===== config.mk =====
export PLATFORM = sky130hd
export DESIGN_NAME = spi_cmd_sequencer
export DESIGN_NICKNAME = d
export VERILOG_FILES = /design/src/rtl/spi_seq_pkg.sv /design/src/rtl/spi_seq_wb_access.sv /design/src/rtl/spi_cmd_sequencer.sv
export SDC_FILE = /design/constraint.sdc
export NUM_CORES = 1
export LEC_CHECK = 0
export BUFFER_PORTS_ARGS = -buffer_cell sky130_fd_sc_hd__clkbuf_2
export CORE_AREA = 2 2 193 100
export DETAILED_ROUTE_END_ITERATION = 12
export DIE_AREA = 0 0 195 102
export PLACE_DENSITY = 0.83
export SYNTH_ARGS = -nofsm -noshare
export SYNTH_HDL_FRONTEND = slang
export SYNTH_SLANG_ARGS = --single-unit

===== constraint.sdc =====
create_clock -name wb_clk_in -period 5 [get_ports wb_clk_in]
set_input_delay 1 -clock wb_clk_in [delete_from_list [all_inputs] [get_ports wb_clk_in]]
set_output_delay 1 -clock wb_clk_in [all_outputs]
set_load 0.02 [all_outputs]

===== src/rtl/spi_seq_pkg.sv =====
// Shared definitions for the SPI command sequencer: spi_top register map,
// CTRL bit positions, sequencer states and the CTRL word builder.
package spi_seq_pkg;

  localparam logic [4:0] ADDR_TX0     = 5'h00;
  localparam logic [4:0] ADDR_RX0     = 5'h00;
  localparam logic [4:0] ADDR_CTRL    = 5'h10;
  localparam logic [4:0] ADDR_DIVIDER = 5'h14;
  localparam logic [4:0] ADDR_SS      = 5'h18;

  localparam int CTRL_GO_BIT     = 8;
  localparam int CTRL_RX_NEG_BIT = 9;
  localparam int CTRL_TX_NEG_BIT = 10;
  localparam int CTRL_LSB_BIT    = 11;
  localparam int CTRL_IE_BIT     = 12;
  localparam int CTRL_ASS_BIT    = 13;

  localparam logic [31:0] CTRL_GO_MASK = 32'h1 << CTRL_GO_BIT;

  typedef enum logic [3:0] {
    IDLE,
    WR_DIV,
    WR_SS,
    WR_TX,
    WR_CTRL,
    WR_GO,
    POLL,
    RD_RX,
    RESP
  } seq_state_e;

  // mode is {lsb, tx_neg, rx_neg}; interrupts stay off, auto slave-select on.
  function automatic logic [31:0] ctrl_word(input logic [6:0] len, input logic [2:0] mode);
    logic [31:0] w;
    w                  = '0;
    w[6:0]             = len;
    w[CTRL_RX_NEG_BIT] = mode[0];
    w[CTRL_TX_NEG_BIT] = mode[1];
    w[CTRL_LSB_BIT]    = mode[2];
    w[CTRL_IE_BIT]     = 1'b0;
    w[CTRL_ASS_BIT]    = 1'b1;
    return w;
  endfunction

endpackage


===== src/rtl/spi_seq_wb_access.sv =====
// Single Wishbone read/write access engine. A start pulse launches one access;
// done pulses for one cycle after the ack, with rdata holding the read value.
module spi_seq_wb_access (
  input  logic        clk,
  input  logic        rst,
  input  logic        start,
  input  logic        we,
  input  logic [4:0]  addr,
  input  logic [31:0] wdata,
  output logic        busy,
  output logic        done,
  output logic [31:0] rdata,
  output logic        wb_cyc_o,
  output logic        wb_stb_o,
  output logic        wb_we_o,
  output logic [4:0]  wb_addr_o,
  output logic [3:0]  wb_sel_o,
  output logic [31:0] wb_data_o,
  input  logic [31:0] wb_data_i,
  input  logic        wb_ack_i
);

  assign busy = wb_cyc_o;

  // NOTE: sequential state uses non-blocking assignments only, so every
  // register samples values from before the edge regardless of block order.
  always_ff @(posedge clk) begin
    if (rst) begin
      wb_cyc_o  <= 1'b0;
      wb_stb_o  <= 1'b0;
      wb_we_o   <= 1'b0;
      wb_addr_o <= '0;
      wb_sel_o  <= '0;
      wb_data_o <= '0;
      done      <= 1'b0;
      rdata     <= '0;
    end else begin
      done <= 1'b0;
      if (wb_cyc_o) begin
        // Strobes drop on the ack edge, guaranteeing an idle cycle before the
        // next start can be honoured (start is gated by done upstream).
        if (wb_ack_i) begin
          wb_cyc_o <= 1'b0;
          wb_stb_o <= 1'b0;
          wb_sel_o <= '0;
          done     <= 1'b1;
          rdata    <= wb_data_i;
        end
      end else if (start) begin
        wb_cyc_o  <= 1'b1;
        wb_stb_o  <= 1'b1;
        wb_we_o   <= we;
        wb_addr_o <= addr;
        wb_data_o <= wdata;
        wb_sel_o  <= 4'hF;
      end
    end
  end

endmodule


===== src/rtl/spi_cmd_sequencer.sv =====
// Turns one SPI command into the spi_top register sequence (DIVIDER, SS, TX0,
// CTRL, GO), polls for completion and returns RX0, skipping unchanged config.
module spi_cmd_sequencer
  import spi_seq_pkg::*;
#(
  parameter int         POLL_LIMIT = 4096,
  parameter logic [4:0] RX_ADDR    = 5'h00
) (
  input  logic        wb_clk_in,
  input  logic        wb_rst_in,
  input  logic        cmd_valid,
  output logic        cmd_ready,
  input  logic [31:0] cmd_data,
  input  logic [6:0]  cmd_len,
  input  logic [2:0]  cmd_mode,
  input  logic [31:0] cmd_ss,
  input  logic [15:0] cmd_div,
  output logic        rsp_valid,
  input  logic        rsp_ready,
  output logic [31:0] rsp_data,
  output logic        rsp_err,
  output logic        wb_cyc_o,
  output logic        wb_stb_o,
  output logic        wb_we_o,
  output logic [4:0]  wb_addr_o,
  output logic [3:0]  wb_sel_o,
  output logic [31:0] wb_data_o,
  input  logic [31:0] wb_data_i,
  input  logic        wb_ack_i
);

  localparam int PW = $clog2(POLL_LIMIT + 1);
  localparam logic [PW-1:0] POLL_LAST = PW'(POLL_LIMIT - 1);

  seq_state_e state, state_nxt;

  logic [31:0] data_q, ss_q, ss_cache;
  logic [6:0]  len_q;
  logic [2:0]  mode_q;
  logic [15:0] div_q, div_cache;
  logic        div_valid, ss_valid;
  logic [PW-1:0] poll_cnt;

  logic        acc_req, acc_start, acc_we, acc_busy, acc_done;
  logic [4:0]  acc_addr;
  logic [31:0] acc_wdata, acc_rdata, ctrl_q;
  logic        div_miss_in, ss_miss_in, ss_miss_q, poll_busy, poll_timeout;

  assign cmd_ready    = (state == IDLE);
  assign rsp_valid    = (state == RESP);
  assign ctrl_q       = ctrl_word(len_q, mode_q);
  assign div_miss_in  = !div_valid || (cmd_div != div_cache);
  assign ss_miss_in   = !ss_valid || (cmd_ss != ss_cache);
  assign ss_miss_q    = !ss_valid || (ss_q != ss_cache);
  assign poll_busy    = acc_rdata[CTRL_GO_BIT];
  assign poll_timeout = (state == POLL) && acc_done && poll_busy && (poll_cnt == POLL_LAST);
  // done gates start so the engine is not relaunched in the cycle its result is consumed.
  assign acc_start    = acc_req && !acc_busy && !acc_done;

  always_ff @(posedge wb_clk_in) begin
    if (wb_rst_in) state <= IDLE;
    else           state <= state_nxt;
  end

  always_comb begin
    // NOTE: every output gets a default before the case, so no path can
    // leave one unassigned and infer a latch.
    state_nxt = state;
    acc_req   = 1'b0;
    acc_we    = 1'b0;
    acc_addr  = '0;
    acc_wdata = '0;
    unique case (state)
      IDLE: begin
        if (cmd_valid) begin
          if (div_miss_in)     state_nxt = WR_DIV;
          else if (ss_miss_in) state_nxt = WR_SS;
          else                 state_nxt = WR_TX;
        end
      end
      WR_DIV: begin
        acc_req   = 1'b1;
        acc_we    = 1'b1;
        acc_addr  = ADDR_DIVIDER;
        acc_wdata = {16'h0, div_q};
        if (acc_done) state_nxt = ss_miss_q ? WR_SS : WR_TX;
      end
      WR_SS: begin
        acc_req   = 1'b1;
        acc_we    = 1'b1;
        acc_addr  = ADDR_SS;
        acc_wdata = ss_q;
        if (acc_done) state_nxt = WR_TX;
      end
      WR_TX: begin
        acc_req   = 1'b1;
        acc_we    = 1'b1;
        acc_addr  = ADDR_TX0;
        acc_wdata = data_q;
        if (acc_done) state_nxt = WR_CTRL;
      end
      WR_CTRL: begin
        acc_req   = 1'b1;
        acc_we    = 1'b1;
        acc_addr  = ADDR_CTRL;
        acc_wdata = ctrl_q;
        if (acc_done) state_nxt = WR_GO;
      end
      WR_GO: begin
        acc_req   = 1'b1;
        acc_we    = 1'b1;
        acc_addr  = ADDR_CTRL;
        acc_wdata = ctrl_q | CTRL_GO_MASK;
        if (acc_done) state_nxt = POLL;
      end
      POLL: begin
        acc_req  = 1'b1;
        acc_addr = ADDR_CTRL;
        if (acc_done) begin
          if (!poll_busy)        state_nxt = RD_RX;
          else if (poll_timeout) state_nxt = RESP;
        end
      end
      RD_RX: begin
        acc_req  = 1'b1;
        acc_addr = RX_ADDR;
        if (acc_done) state_nxt = RESP;
      end
      RESP: begin
        if (rsp_ready) state_nxt = IDLE;
      end
      default: state_nxt = IDLE;
    endcase
  end

  always_ff @(posedge wb_clk_in) begin
    if (wb_rst_in) begin
      data_q    <= '0;
      len_q     <= '0;
      mode_q    <= '0;
      ss_q      <= '0;
      div_q     <= '0;
      ss_cache  <= '0;
      div_cache <= '0;
      div_valid <= 1'b0;
      ss_valid  <= 1'b0;
      poll_cnt  <= '0;
      rsp_data  <= '0;
      rsp_err   <= 1'b0;
    end else begin
      if (cmd_valid && cmd_ready) begin
        data_q   <= cmd_data;
        len_q    <= cmd_len;
        mode_q   <= cmd_mode;
        ss_q     <= cmd_ss;
        div_q    <= cmd_div;
        poll_cnt <= '0;
      end
      if (acc_done) begin
        unique case (state)
          WR_DIV: begin
            div_cache <= div_q;
            div_valid <= 1'b1;
          end
          WR_SS: begin
            ss_cache <= ss_q;
            ss_valid <= 1'b1;
          end
          POLL: begin
            if (poll_busy) poll_cnt <= poll_cnt + 1'b1;
            // A hung transfer leaves spi_top in an unknown state; force a full rewrite.
            if (poll_timeout) begin
              rsp_data  <= '0;
              rsp_err   <= 1'b1;
              div_valid <= 1'b0;
              ss_valid  <= 1'b0;
            end
          end
          RD_RX: begin
            rsp_data <= acc_rdata;
            rsp_err  <= 1'b0;
          end
          default: ;
        endcase
      end
    end
  end

  spi_seq_wb_access u_access (
    .clk       (wb_clk_in),
    .rst       (wb_rst_in),
    .start     (acc_start),
    .we        (acc_we),
    .addr      (acc_addr),
    .wdata     (acc_wdata),
    .busy      (acc_busy),
    .done      (acc_done),
    .rdata     (acc_rdata),
    .wb_cyc_o  (wb_cyc_o),
    .wb_stb_o  (wb_stb_o),
    .wb_we_o   (wb_we_o),
    .wb_addr_o (wb_addr_o),
    .wb_sel_o  (wb_sel_o),
    .wb_data_o (wb_data_o),
    .wb_data_i (wb_data_i),
    .wb_ack_i  (wb_ack_i)
  );

endmodule


==> impl_metrics.ini <==
[critical_path]
cpMaxStageDelayCell = nor4_2
rr_worst_depth = 5
critPathMaxStageDelay_ns = 0.87
path_delay_family = simple AND/OR/NAND/NOR gates
startpoint = state[3]
cp_max_fo = 54
crit_buf_inv = 1
r2r_start = state[3]
cp-end-kind = flop
cp.required_ns = 5.44
r2r_end = div_q[8]
worst-setup-path-type = flop to flop
path_cells = nor4_2 > and2_2 > buf_4 > nand2_1 > a21oi_1
path_depth = 5
r2r_slack_ns = 1.75
cp.arrival_ns = 3.69
crit_end = div_q[8]
start_kind = flop

[global_routing]
grt_pass1_vias = 9168
grt_pass1_wl_um = 46700
antenna_found_initial = 0
grt_max_degree = 103
grt_overflow = 0
grt.total_usage_pct = 28.9

[floorplanning]
die_w_um = 195
fp.coreArea_sq_um = 18100
pin_count = 206
start_util_pct = 58.2
dieArea_sq_um = 19900
die_h_um = 102
row_count = 35

[yosys]
netlist_area_sq_um = 10600
synth.area.mux_share_pct = 0.604
synthArstFlopShare_pct = 0
synth-compound-area-share_pct = 18.2
ys_warn_count = 0
synth_flop_cell = dfxtp_1
synth-edff-count = 0
synth_top_family_by_area = simple AND/OR/NAND/NOR gates
syn_area_per_cell_sq_um = 8.17
netlist_instances = 1293
synthDistinctLibCells = 45
ys_ff_latch = 261
synthAdderAreaFrac_pct = 0.119
synth-simple-area-share_pct = 20.4
ys_seq_area_share_pct = 49.5
synth_xor_area_share_pct = 6.80

[sta]
worstMarginPinSlew_ns = 1.22
skew_ns = 0.00768
finalSetupTns_ns = 0
min_period_ns = 3.25
slew_headroom_pct = 18.2
setup_viol = 0
fmax_ghz = 0.308
fin_crit_sh_pct = 65.0
rsz0062_at_grt = false
hold_viol_final = 0
slew_viol_final = 0

[drt]
vias = 9756
wl_um = 29600
avgRoutedWirePerCell_um = 17.5
dr.pass1.iters = 5
drc = 0
drt_iter0_drc = 904
viasPerCell = 5.78
ant_nets = 0

[layout]
layoutNonFillerInstCount = 1688
final_common_cell = nand2_1
drive_gt1_share_pct = 18.6
antenna_cells = 0
area_growth_pct = 17.0
nets = 1561
fin_area_sq_um = 12400
layout_common_cells = nand2_1 (329), dfxtp_1 (261), a21oi_1 (231)

[power]
leakage_nw = 4.69
peakVddDrop_mv = 0.227
powerDensity_nw_per_um2 = 381
p_seq_share_pct = 48.5
clkPwrFrac_pct = 39.5
intPower_mw = 3.45
combPwrFrac_pct = 12.0
netSwitchingFraction_pct = 26.6
p_switching_mw = 1.25

[clock_tree]
clk_pin_slew_ns = 0.07
cts_sinks = 261
cts_hold_buffers = 0
clock_latency_ns = 0.51
cts_tree = done
ctsResizeCount = 0
clockBufferDepth = 3
cts-root-buf = clkbuf_16
post_cts_buffers = 0
htreeDepth = 1
cts_inserted_buffers = 22

[flow_run]
cap_violations = 0

[placed_design]
place_area_sq_um = 11600
placedCellCount = 1649
hpwl_um = 20000
gp_congestion = 0.849
port_buffers = 203

[status]
outcome = completed

[worst_hold_path]
worstHoldPathType = flop to flop
tightest hold or removal path, stage by stage, from the launching register on:
cell     delay [ns]
dfxtp_1        0.31
nand2_1        0.05
a21oi_1        0.05
routing by layer:
layer  part of all wire, %  up-vias  track usage (%)  wire [um]
li1                      -     4647                -          -
met1                    43     4610             39.1      12600
met2                    47      440             48.2      13800
met3                   8.6       59             5.68       2530
met4                   2.1        0             7.81        631
met5                     0        -                0          0
final cells by class:
cell class	instances	area, sq um
clock inverter	7	115
fill	1408	5780
multi-input combinational	927	4900
inverter	5	18.8
sequential	261	5230
clock buffer	32	669
tap	240	300
timing repair buffer	216	1120
Yosys cell counts, types with 11 or more instances:
master	instances	share of area, %
a22o_1	32	2.7
nor2_1	73	2.6
nor3_1	11	0.52
nand2_1	330	12
buf_2	20	0.95
a21oi_1	232	11
dfxtp_1	261	49
xor2_1	24	2.0
nand4_1	17	1.0
a22oi_1	38	2.7
clkbuf_1	72	2.6
nand3_1	44	2.1
xnor2_1	58	4.8
cell families (layout without fill, tap and decap cells):
family                     after synthesis  after routing
DFF                                    261            261
xor gates and xnor gates                82             82
AOI/OAI and AO/OA                      328            328
and+or+nand+nor                        508            508
buffers and inverters                  106            260
other                                    1              2
muxes                                    6              6
adders and majority gates                1              1
sequential cells by signal, summed over array words and instances, names as in the netlist, 3 cells and up:
register and flops:
data_q 32, div_cache 16, div_q 16, len_q 7, mode_q 3, poll_cnt 13
rsp_data 32, ss_cache 32, ss_q 32, state 4, u_access.rdata 32, u_access.wb_addr_o 3
u_access.wb_data_o 32
power by group through the flow:
| stage | combinational [mW] | clock [mW] | sequential, mW |
|---|---|---|---|
| final | 0.563 | 1.86 | 2.28 |
| after global routing | 0.616 | 1.95 | 2.29 |
| after CTS | 0.557 | 1.87 | 2.28 |
| after detailed placement | 0.552 | 0 | 2.32 |
| after global placement | 0.540 | 0 | 2.32 |
| after floorplan | 0.385 | 0 | 2.29 |
per-stage QoR:
step / hold slack [ns] / util, % / power (mW) / setup WS, ns
5_1_grt: 0.475 / 68.1 / 4.86 / 1.56
3_3_place_gp: 0.438 / 63.8 / 2.86 / 1.91
2_1_floorplan: 0.436 / - / 2.68 / 2.86
3_5_place_dp: 0.444 / 63.8 / 2.88 / 1.86
6_report: 0.449 / 68.1 / 4.70 / 1.75
4_1_cts: 0.452 / 68.1 / 4.70 / 1.80
how the worst min path moves through the flow:
stage | from | end | slack (ns) | cells after the start
CTS | rsp_data[5] | rsp_data[5] | 0.45 | 2
floorplan | data_q[12] | data_q[12] | 0.44 | 2
global route | u_access.wb_addr_o[2] | u_access.wb_addr_o[2] | 0.48 | 2
global placement | rsp_data[19] | rsp_data[19] | 0.44 | 2
finish | rsp_data[5] | rsp_data[5] | 0.45 | 2
detailed placement | rsp_data[5] | rsp_data[5] | 0.44 | 2
Power figures use the tool's default switching activity.
